<file path="src/rtl/core_sequencer_if.sv">
// Instruction-memory fetch port: request/acknowledge handshake between the
// sequencer (master) and the instruction memory (slave).
interface core_sequencer_if #(
  parameter int XLEN = 32
);
  // req rises and addr is held stable until the memory answers with ack=1.
  // The word on rdata is taken in that same cycle and req drops on the next.
  // ack is ignored while req is low.
  logic            req;
  logic [XLEN-1:0] addr;
  logic            ack;
  logic [31:0]     rdata;

  modport master (output req, output addr, input ack, input rdata);
  modport slave  (input req, input addr, output ack, output rdata);
endinterface

</file>
<file path="src/rtl/core_sequencer.sv">
// Multi-cycle RV32I instruction sequencer: FETCH -> EXEC -> WB. It supports only
// the OP and OP-IMM opcodes and halts permanently on any other opcode.
module core_sequencer #(
  parameter int              XLEN     = 32,
  parameter logic [XLEN-1:0] RESET_PC = '0
) (
  input  logic                    clk,
  input  logic                    rst,
  input  logic                    run,
  core_sequencer_if.master        imem,
  output logic [31:0]             instr,
  output logic                    rf_we,
  output logic [XLEN-1:0]         pc,
  output logic [XLEN-1:0]         instret,
  output logic                    halted,
  output logic [2:0]              state
);

  typedef enum logic [2:0] {
    IDLE  = 3'd0,
    FETCH = 3'd1,
    EXEC  = 3'd2,
    WB    = 3'd3,
    HALT  = 3'd4
  } state_t;

  localparam logic [6:0]  OPC_OP     = 7'b0110011;
  localparam logic [6:0]  OPC_OP_IMM = 7'b0010011;
  localparam logic [31:0] NOP        = 32'h0000_0013;

  state_t state_q;
  logic   req_q;
  logic   legal;

  assign legal     = (instr[6:0] == OPC_OP) || (instr[6:0] == OPC_OP_IMM);
  assign imem.req  = req_q;
  assign imem.addr = pc;
  assign state     = state_q;

  // All outputs are registered and set on entry to the state that owns them,
  // so req, rf_we and halted are glitch-free Moore signals.
  always_ff @(posedge clk) begin
    if (rst) begin
      state_q <= IDLE;
      pc      <= RESET_PC;
      instr   <= NOP;
      instret <= '0;
      req_q   <= 1'b0;
      rf_we   <= 1'b0;
      halted  <= 1'b0;
    end else begin
      case (state_q)
        IDLE: begin
          if (run) begin
            state_q <= FETCH;
            req_q   <= 1'b1;
          end
        end
        FETCH: begin
          if (imem.ack) begin
            instr   <= imem.rdata;
            state_q <= EXEC;
            req_q   <= 1'b0;
          end
        end
        EXEC: begin
          if (legal) begin
            state_q <= WB;
            rf_we   <= (instr[11:7] != 5'd0);
          end else begin
            state_q <= HALT;
            halted  <= 1'b1;
          end
        end
        WB: begin
          rf_we   <= 1'b0;
          pc      <= pc + XLEN'(4);
          instret <= instret + XLEN'(1);
          if (run) begin
            state_q <= FETCH;
            req_q   <= 1'b1;
          end else begin
            state_q <= IDLE;
          end
        end
        HALT: begin
          state_q <= HALT;
          req_q   <= 1'b0;
          rf_we   <= 1'b0;
          halted  <= 1'b1;
        end
        default: begin
          state_q <= IDLE;
          req_q   <= 1'b0;
          rf_we   <= 1'b0;
        end
      endcase
    end
  end

endmodule

</file>
<file path="src/flat_wrapper.sv">
// flat-port wrapper written by rule: the top's interface ports become plain ports
module core_sequencer_flat 
#(
  parameter int              XLEN     = 32,
  parameter logic [XLEN-1:0] RESET_PC = '0
)
  (clk, rst, run, instr, rf_we, pc, instret, halted, state, imem_req, imem_addr, imem_ack, imem_rdata);
  core_sequencer_if #(.XLEN(XLEN)) imem_i ();
  input  logic clk;
  input  logic rst;
  input  logic run;
  output logic [31:0] instr;
  output logic rf_we;
  output logic [XLEN-1:0] pc;
  output logic [XLEN-1:0] instret;
  output logic halted;
  output logic [2:0] state;
  output wire logic [$bits(imem_i.req)-1:0] imem_req;
  output wire logic [$bits(imem_i.addr)-1:0] imem_addr;
  input wire logic [$bits(imem_i.ack)-1:0] imem_ack;
  input wire logic [$bits(imem_i.rdata)-1:0] imem_rdata;
  assign imem_req = imem_i.req;
  assign imem_addr = imem_i.addr;
  assign imem_i.ack = imem_ack;
  assign imem_i.rdata = imem_rdata;
  core_sequencer #(.XLEN(XLEN), .RESET_PC(RESET_PC)) u_core (.clk(clk), .rst(rst), .run(run), .imem(imem_i), .instr(instr), .rf_we(rf_we), .pc(pc), .instret(instret), .halted(halted), .state(state));
endmodule
</file>
<file path="config.mk">
export PLATFORM = sky130hd
export DESIGN_NAME = core_sequencer_flat
export DESIGN_NICKNAME = d
export VERILOG_FILES = /design/src/rtl/core_sequencer_if.sv /design/src/rtl/core_sequencer.sv /design/src/flat_wrapper.sv
export SDC_FILE = /design/constraint.sdc
export NUM_CORES = 1
export LEC_CHECK = 0
export CORE_ASPECT_RATIO = 0.8
export CORE_MARGIN = 10
export CORE_UTILIZATION = 35
export DETAILED_ROUTE_END_ITERATION = 10
export GPL_TIMING_DRIVEN = 0
export HOLD_SLACK_MARGIN = 0.06
export PLACE_DENSITY_LB_ADDON = 0.12
export SETUP_SLACK_MARGIN = 0.02
export SKIP_CTS_REPAIR_TIMING = 1
export SLEW_MARGIN = 10
export SYNTH_ARGS = -nofsm -noshare
export SYNTH_HDL_FRONTEND = slang
export SYNTH_SLANG_ARGS = --single-unit
</file>
<file path="constraint.sdc">
create_clock -name clk -period 2.95 [get_ports clk]
set_clock_uncertainty 0.2 [all_clocks]
set_input_delay 0.295 -clock clk [delete_from_list [all_inputs] [get_ports clk]]
set_output_delay 0.295 -clock clk [all_outputs]
set_load 0.01 [all_outputs]
</file>
==> results of run 1 <==
==> kinds of logic (layout without fill, tap and decap cells) <==
family	Yosys count	after routing	share of synthesized area (%)
XOR/XNOR	21	21	3.93
buffers and inverters	78	259	9.29
other	1	4	0.0801
adder cells (fa/ha/maj)	2	2	0.534
multiplexers	2	2	0.481
flip-flops	100	100	42.7
AND/OR/NAND/NOR	244	244	28.2
AO/OA/AOI/OAI	117	117	14.7
==> per-layer routing <==
layer / up-vias / wire length [um]
met5: - / 0
met3: 11 / 1860
met4: 0 / 142
li1: 2349 / -
met1: 2180 / 6500
met2: 170 / 6660
==> report_power, final <==
group	switching [mW]	leakage, nW	internal, mW
combinational	0.138	1.36	0.141
clock	0.528	0.162	0.767
sequential	0.0262	0.808	1.38
total	0.693	2.33	2.29
==> metrics by stage <==
| step | total power, mW | setup slack, ns | util (%) |
|---|---|---|---|
| final | 2.98 | 0.507 | 53.2 |
| after CTS | 3.02 | 0.524 | 53.2 |
| after floorplan | 1.56 | 0.713 | - |
| after detailed placement | 1.72 | 0.356 | 50.7 |
| after global routing | 3.11 | 0.299 | 53.2 |
| after global placement | 1.71 | 0.384 | 50.7 |
==> cell type report <==
| cell class | count | share of cell area (%) |
|---|---|---|
| plain buffers | 69 | 5.83 |
| clock buffers | 10 | 3.47 |
| clock inverters | 6 | 1.27 |
| inverters | 9 | 0.490 |
| multi-input cells | 390 | 32.8 |
| flip-flops and latches | 100 | 29.0 |
| well taps | 175 | 3.18 |
| repair buffers | 165 | 24.0 |
==> worst register-to-register path, delay by kind of cell (launching register included) <==
family                   cells  cell delay (ns)
AO/OA/AOI/OAI                1             0.15
flip-flops                   1             0.48
buffers and inverters        1             0.33
AND/OR/NAND/NOR              3             1.00
adder cells (fa/ha/maj)      1             0.22
==> Yosys cell counts, types with 10 or more instances <==
library cell / instances
dfxtp_1: 100
nand2_1: 91
a21oi_1: 70
buf_4: 34
or4_1: 32
clkbuf_1: 26
nor2_1: 26
o31ai_1: 26
nand3_1: 17
nand4_1: 15
xnor2_1: 13
nor4_1: 11
o21ai_0: 10
==> worst min-delay path by stage <==
| stage | slack (ns) | from | end |
|---|---|---|---|
| after floorplan | 0.22 | imem_rdata[0] | u_core.instr[0]$_SDFFE_PP1P_ |
| after global placement | 0.24 | u_core.instr[15]$_SDFFE_PP0P_ | u_core.instr[15]$_SDFFE_PP0P_ |
| after detailed placement | 0.25 | u_core.instr[21]$_SDFFE_PP0P_ | u_core.instr[21]$_SDFFE_PP0P_ |
| after CTS | 0.26 | u_core.instr[21]$_SDFFE_PP0P_ | u_core.instr[21]$_SDFFE_PP0P_ |
| after global routing | 0.27 | u_core.instr[22]$_SDFFE_PP0P_ | u_core.instr[22]$_SDFFE_PP0P_ |
| final | 0.26 | u_core.instr[21]$_SDFFE_PP0P_ | u_core.instr[21]$_SDFFE_PP0P_ |
==> sequential cells by signal, indices dropped and copies added (netlist names) <==
register          cells
u_core.halted         1
u_core.instret       32
u_core.instr         32
u_core.state          3
u_core.rf_we          1
u_core.imem.addr     30
u_core.imem.req       1
==> results_dict.tcl, run 1 <==
set metrics [dict create \
    r2r_cells 6 \
    drt_iter0_drc 269 \
    cp.depth 6 \
    diodes 0 \
    worstPathMaxFanout 10 \
    ios 170 \
    multi_input_area_sq_um 2260 \
    top_usage_layer "met2" \
    cts.sinks 100 \
    report.final.slew_viol_count 0 \
    crit_buf_inv 1 \
    place.gp.congestion 0.857 \
    die_h_um 123 \
    yosysSeqAreaShare_pct 42.7 \
    nets 782 \
    insertion_delay_ns 0.34 \
    antenna_found_initial 0 \
    r2r-end "u_core.imem.addr[16]$_SDFFE_PP0N_" \
    hold_depth 2 \
    syn_inst 565 \
    cp_top_family "simple AND/OR/NAND/NOR gates" \
    drive_above_1_share_pct 8.81 \
    synth_edf_count 0 \
    crit_start "u_core.imem.addr[2]$_SDFFE_PP0N_" \
    first_pass_iters 7 \
    final.min_clock_period_ns 2.44 \
    r2r_start "u_core.imem.addr[2]$_SDFFE_PP0N_" \
    grt_max_degree 17 \
    postRouteAntennaNets 0 \
    tightest_slew_ns 0.615 \
    critical_path_class "flop to flop" \
    grt_first_pass_wirelength_mm 23.8 \
    dp_cells 908 \
    grt_util_met2_pct 24.1 \
    grtUsageMet3_pct 8.18 \
    fmax_ghz 0.409 \
    synth_largest_area_cell "dfxtp_1" \
    synth.area.top_cells "dfxtp_1 (43%), a21oi_1 (7.5%), nand2_1 (7.3%), buf_4 (5.4%), or4_1 (5.1%)" \
    ys.flop_type "dfxtp_1" \
    endpoint "u_core.imem.addr[16]$_SDFFE_PP0N_" \
    coreArea_sq_um 13000 \
    leakage_nw 2.33 \
    vdd_ir_drop_max_mv 0.356 \
    setup_viol 0 \
    end_kind "flop" \
    overflow 0 \
    status "finished, final reports clean" \
    rows 37 \
    rsz0062_at_grt "no" \
    most-common-layout-cells "clkdlybuf4s50_1 (165), dfxtp_1 (100), nand2_1 (91), a21oi_1 (70), buf_4 (34)" \
    holdWs_ns 0.256 \
    vias 4710 \
    tritoncts "built" \
    regToRegSetupSlack_ns 0.51 \
    max-slew-margin-rel_pct 59.0 \
    setup-tns-final_ns 0 \
    crit_slowest_cell "dfxtp_1" \
    wl_mm 15.2 \
    synth-seq-cells 100 \
    clk_pin_slew_ns 0.07 \
    cts_made_buffers 9 \
    dieArea_sq_um 18400 \
    port_buffers 165 \
    met1_usage_pct 19.4 \
    powerDensity_nw_per_um2 433 \
    drt-vias-per-instance 5.10 \
    routedWlPerCell_um 16.4 \
    grt_pass1_vias 4518 \
    cap_violations 0 \
    synth.distinct_cells 44 \
    fill_cells 1200 \
    final_hold_viol_count 0 \
    final_cell_count_no_fill 924 \
    crit_chain "ha_1 -> and4b_1 -> nand4bb_1 -> clkbuf_1 -> or3_1 -> a21oi_1" \
    start_util_pct 36.1 \
    drc 0 \
    cts_root_buf "clkbuf_16" \
    place_hpwl_mm 11.6 \
    htreeDepth 3 \
    period_share_pct 82.8 \
    seq_area_sq_um 2000 \
    netlist_area_sq_um 4680 \
    syn_area_per_cell_sq_um 8.29 \
    clockBufferDepth 2 \
    critical_path.startpoint_type "flop" \
    max_stage_delay_ns 0.48 \
    syn_to_final_growth_pct 47.1 \
    holdCritPathClass "flop to flop" \
    async_flop_share_pct 0 \
    die_width_um 149 \
    yosysWarningCount 0 \
    fin_area_sq_um 6890 \
    layout_commonest_cell "clkdlybuf4s50_1" \
    crit_required_ns 3.01 \
    dpl_cell_area_sq_um 6570 \
    cp_data_arrival_time_ns 2.51 \
    synth_top_area_share_pct 42.7 \
    track_usage_pct 15.8 \
]
(Power assumes the default switching activity.)
==> run 2: changes to the inputs <==
==> constraint.sdc (replaced) <==
create_clock -name clk -period 2.1 [get_ports clk]
set_clock_uncertainty 0.2 [all_clocks]
set_input_delay 0.21 -clock clk [delete_from_list [all_inputs] [get_ports clk]]
set_output_delay 0.21 -clock clk [all_outputs]
set_load 0.01 [all_outputs]
==> results_dict.tcl, run 2 (synthesis results as in run 1) <==
set metrics [dict create \
    vias 4926 \
    place_hpwl_mm 11.8 \
    start_util_pct 36.1 \
    end_kind "flop" \
    drive_above_1_share_pct 23.6 \
    fill_cells 1187 \
    cts_root_buf "clkbuf_16" \
    nets 820 \
    routedWlPerCell_um 16.6 \
    leakage_nw 2.66 \
    cp_data_arrival_time_ns 2.20 \
    overflow 0 \
    worstPathMaxFanout 9 \
    htreeDepth 3 \
    powerDensity_nw_per_um2 526 \
    rows 37 \
    violations "setup timing" \
    coreArea_sq_um 13000 \
    p_total_mw 3.97 \
    rsz0062_at_grt "yes" \
    crit_required_ns 2.17 \
    hold_end "u_core.instr[30]$_SDFFE_PP0P_" \
    dieArea_sq_um 18400 \
    tightest_slew_ns 0.671 \
    tritoncts "built" \
    status "finished, violations left" \
    place_ws_ns -0.404 \
    first_pass_iters 4 \
    cts_made_buffers 9 \
    final_cell_count_no_fill 962 \
    grt_pass1_vias 4567 \
    die_h_um 123 \
    wl_met2_mm 7.22 \
    m1WireLength_mm 6.90 \
    drt_iter0_drc 201 \
    r2r_cells 6 \
    port_buffers 165 \
    hold_depth 3 \
    drc 0 \
    grt_first_pass_wirelength_mm 24.1 \
    regToRegSetupSlack_ns -0.03 \
    hp-start "imem_rdata[30]" \
    holdCritPathClass "input pin to flop" \
    timing.final.ws_setup_ns -0.0310 \
    most-common-layout-cells "clkdlybuf4s50_1 (165), nand2_1 (90), buf_4 (75), dfxtp_1 (73), a21oi_1 (59)" \
    insertion_delay_ns 0.34 \
    wl_met3_mm 1.69 \
    report.final.slew_viol_count 0 \
    ios 170 \
    routed.top_layer "met4" \
    postRouteAntennaNets 0 \
    max-slew-margin-rel_pct 55.3 \
    place.gp.congestion 0.821 \
    grt_max_degree 16 \
    cap_violations 0 \
    wl_mm 15.9 \
    critical_path_class "flop to flop" \
    diodes 0 \
    cts.sinks 100 \
    antenna_found_initial 0 \
    setup_viol 6 \
    final.min_clock_period_ns 2.13 \
    final_hold_viol_count 0 \
    layout_commonest_cell "clkdlybuf4s50_1" \
    fmax_ghz 0.469 \
    r2r_start "u_core.state[0]$_SDFFE_PP0P_" \
    r2r-end "u_core.instret[28]$_SDFFE_PP0N_" \
    track_usage_pct 16.0 \
    drt-vias-per-instance 5.12 \
    dp_cells 908 \
    clk_pin_slew_ns 0.07 \
    setup-tns-final_ns -0.123 \
    vdd_ir_drop_max_mv 0.428 \
    critical_path.startpoint_type "flop" \
    period_share_pct 101 \
    clockBufferDepth 2 \
    syn_to_final_growth_pct 60.9 \
    die_width_um 149 \
]
run 2: worst max-delay path: stages (launching register included):
cell	delay [ns]
dfxtp_4	0.40
buf_6	0.11
nand4b_4	0.11
or4_4	0.43
buf_6	0.16
or4_1	0.52
a21oi_2	0.13
run 2: how the worst max path moves through the flow:
stage,start,to,slack [ns],cells past startpoint
after floorplan,u_core.instret[0]$_SDFFE_PP0N_,u_core.instret[24]$_SDFFE_PP0N_,0.03,6
after global placement,rst,u_core.instret[7]$_SDFFE_PP0N_,-0.37,5
after detailed placement,rst,u_core.instret[2]$_SDFFE_PP0N_,-0.40,5
after CTS,u_core.imem.addr[2]$_SDFFE_PP0N_,u_core.imem.addr[16]$_SDFFE_PP0N_,-0.41,6
after global routing,u_core.state[1]$_SDFFE_PP0P_,u_core.instret[28]$_SDFFE_PP0N_,-0.1,6
final,u_core.state[0]$_SDFFE_PP0P_,u_core.instret[28]$_SDFFE_PP0N_,-0.03,6
run 2: per-stage QoR:
step	hold slack (ns)	util, %	instance area [sq um]
after global routing	0.209	58.2	7540
after CTS	0.202	53.2	6900
after floorplan	0.134	-	4750
after global placement	0.241	51.1	6620
after detailed placement	0.249	51.1	6620
final	0.211	58.2	7540
run 2: layout make-up:
type                    instances  area (sq um)  share of cell area, %
multi-input cells             390          2480                   33.0
flip-flops and latches        100          2080                   27.6
inverters                       9          33.8                  0.448
clock inverters                 3          21.3                  0.282
well taps                     175           219                   2.90
clock buffers                  13           260                   3.45
repair buffers                206          1980                   26.3
plain buffers                  66           455                   6.04
run 2: power by group:
group | switching, mW | internal [mW]
logic | 0.205 | 0.218
registers | 0.0364 | 1.92
clock network | 0.718 | 0.871
total | 0.960 | 3.01
run 2: layer usage:
| layer | GRT usage, % | vias to the layer above |
|---|---|---|
| met1 | 19.8 | 2327 |
| met3 | 8.00 | 8 |
| li1 | - | 2420 |
| met2 | 24.6 | 171 |
| met5 | 0 | - |
| met4 | 3.24 | 0 |
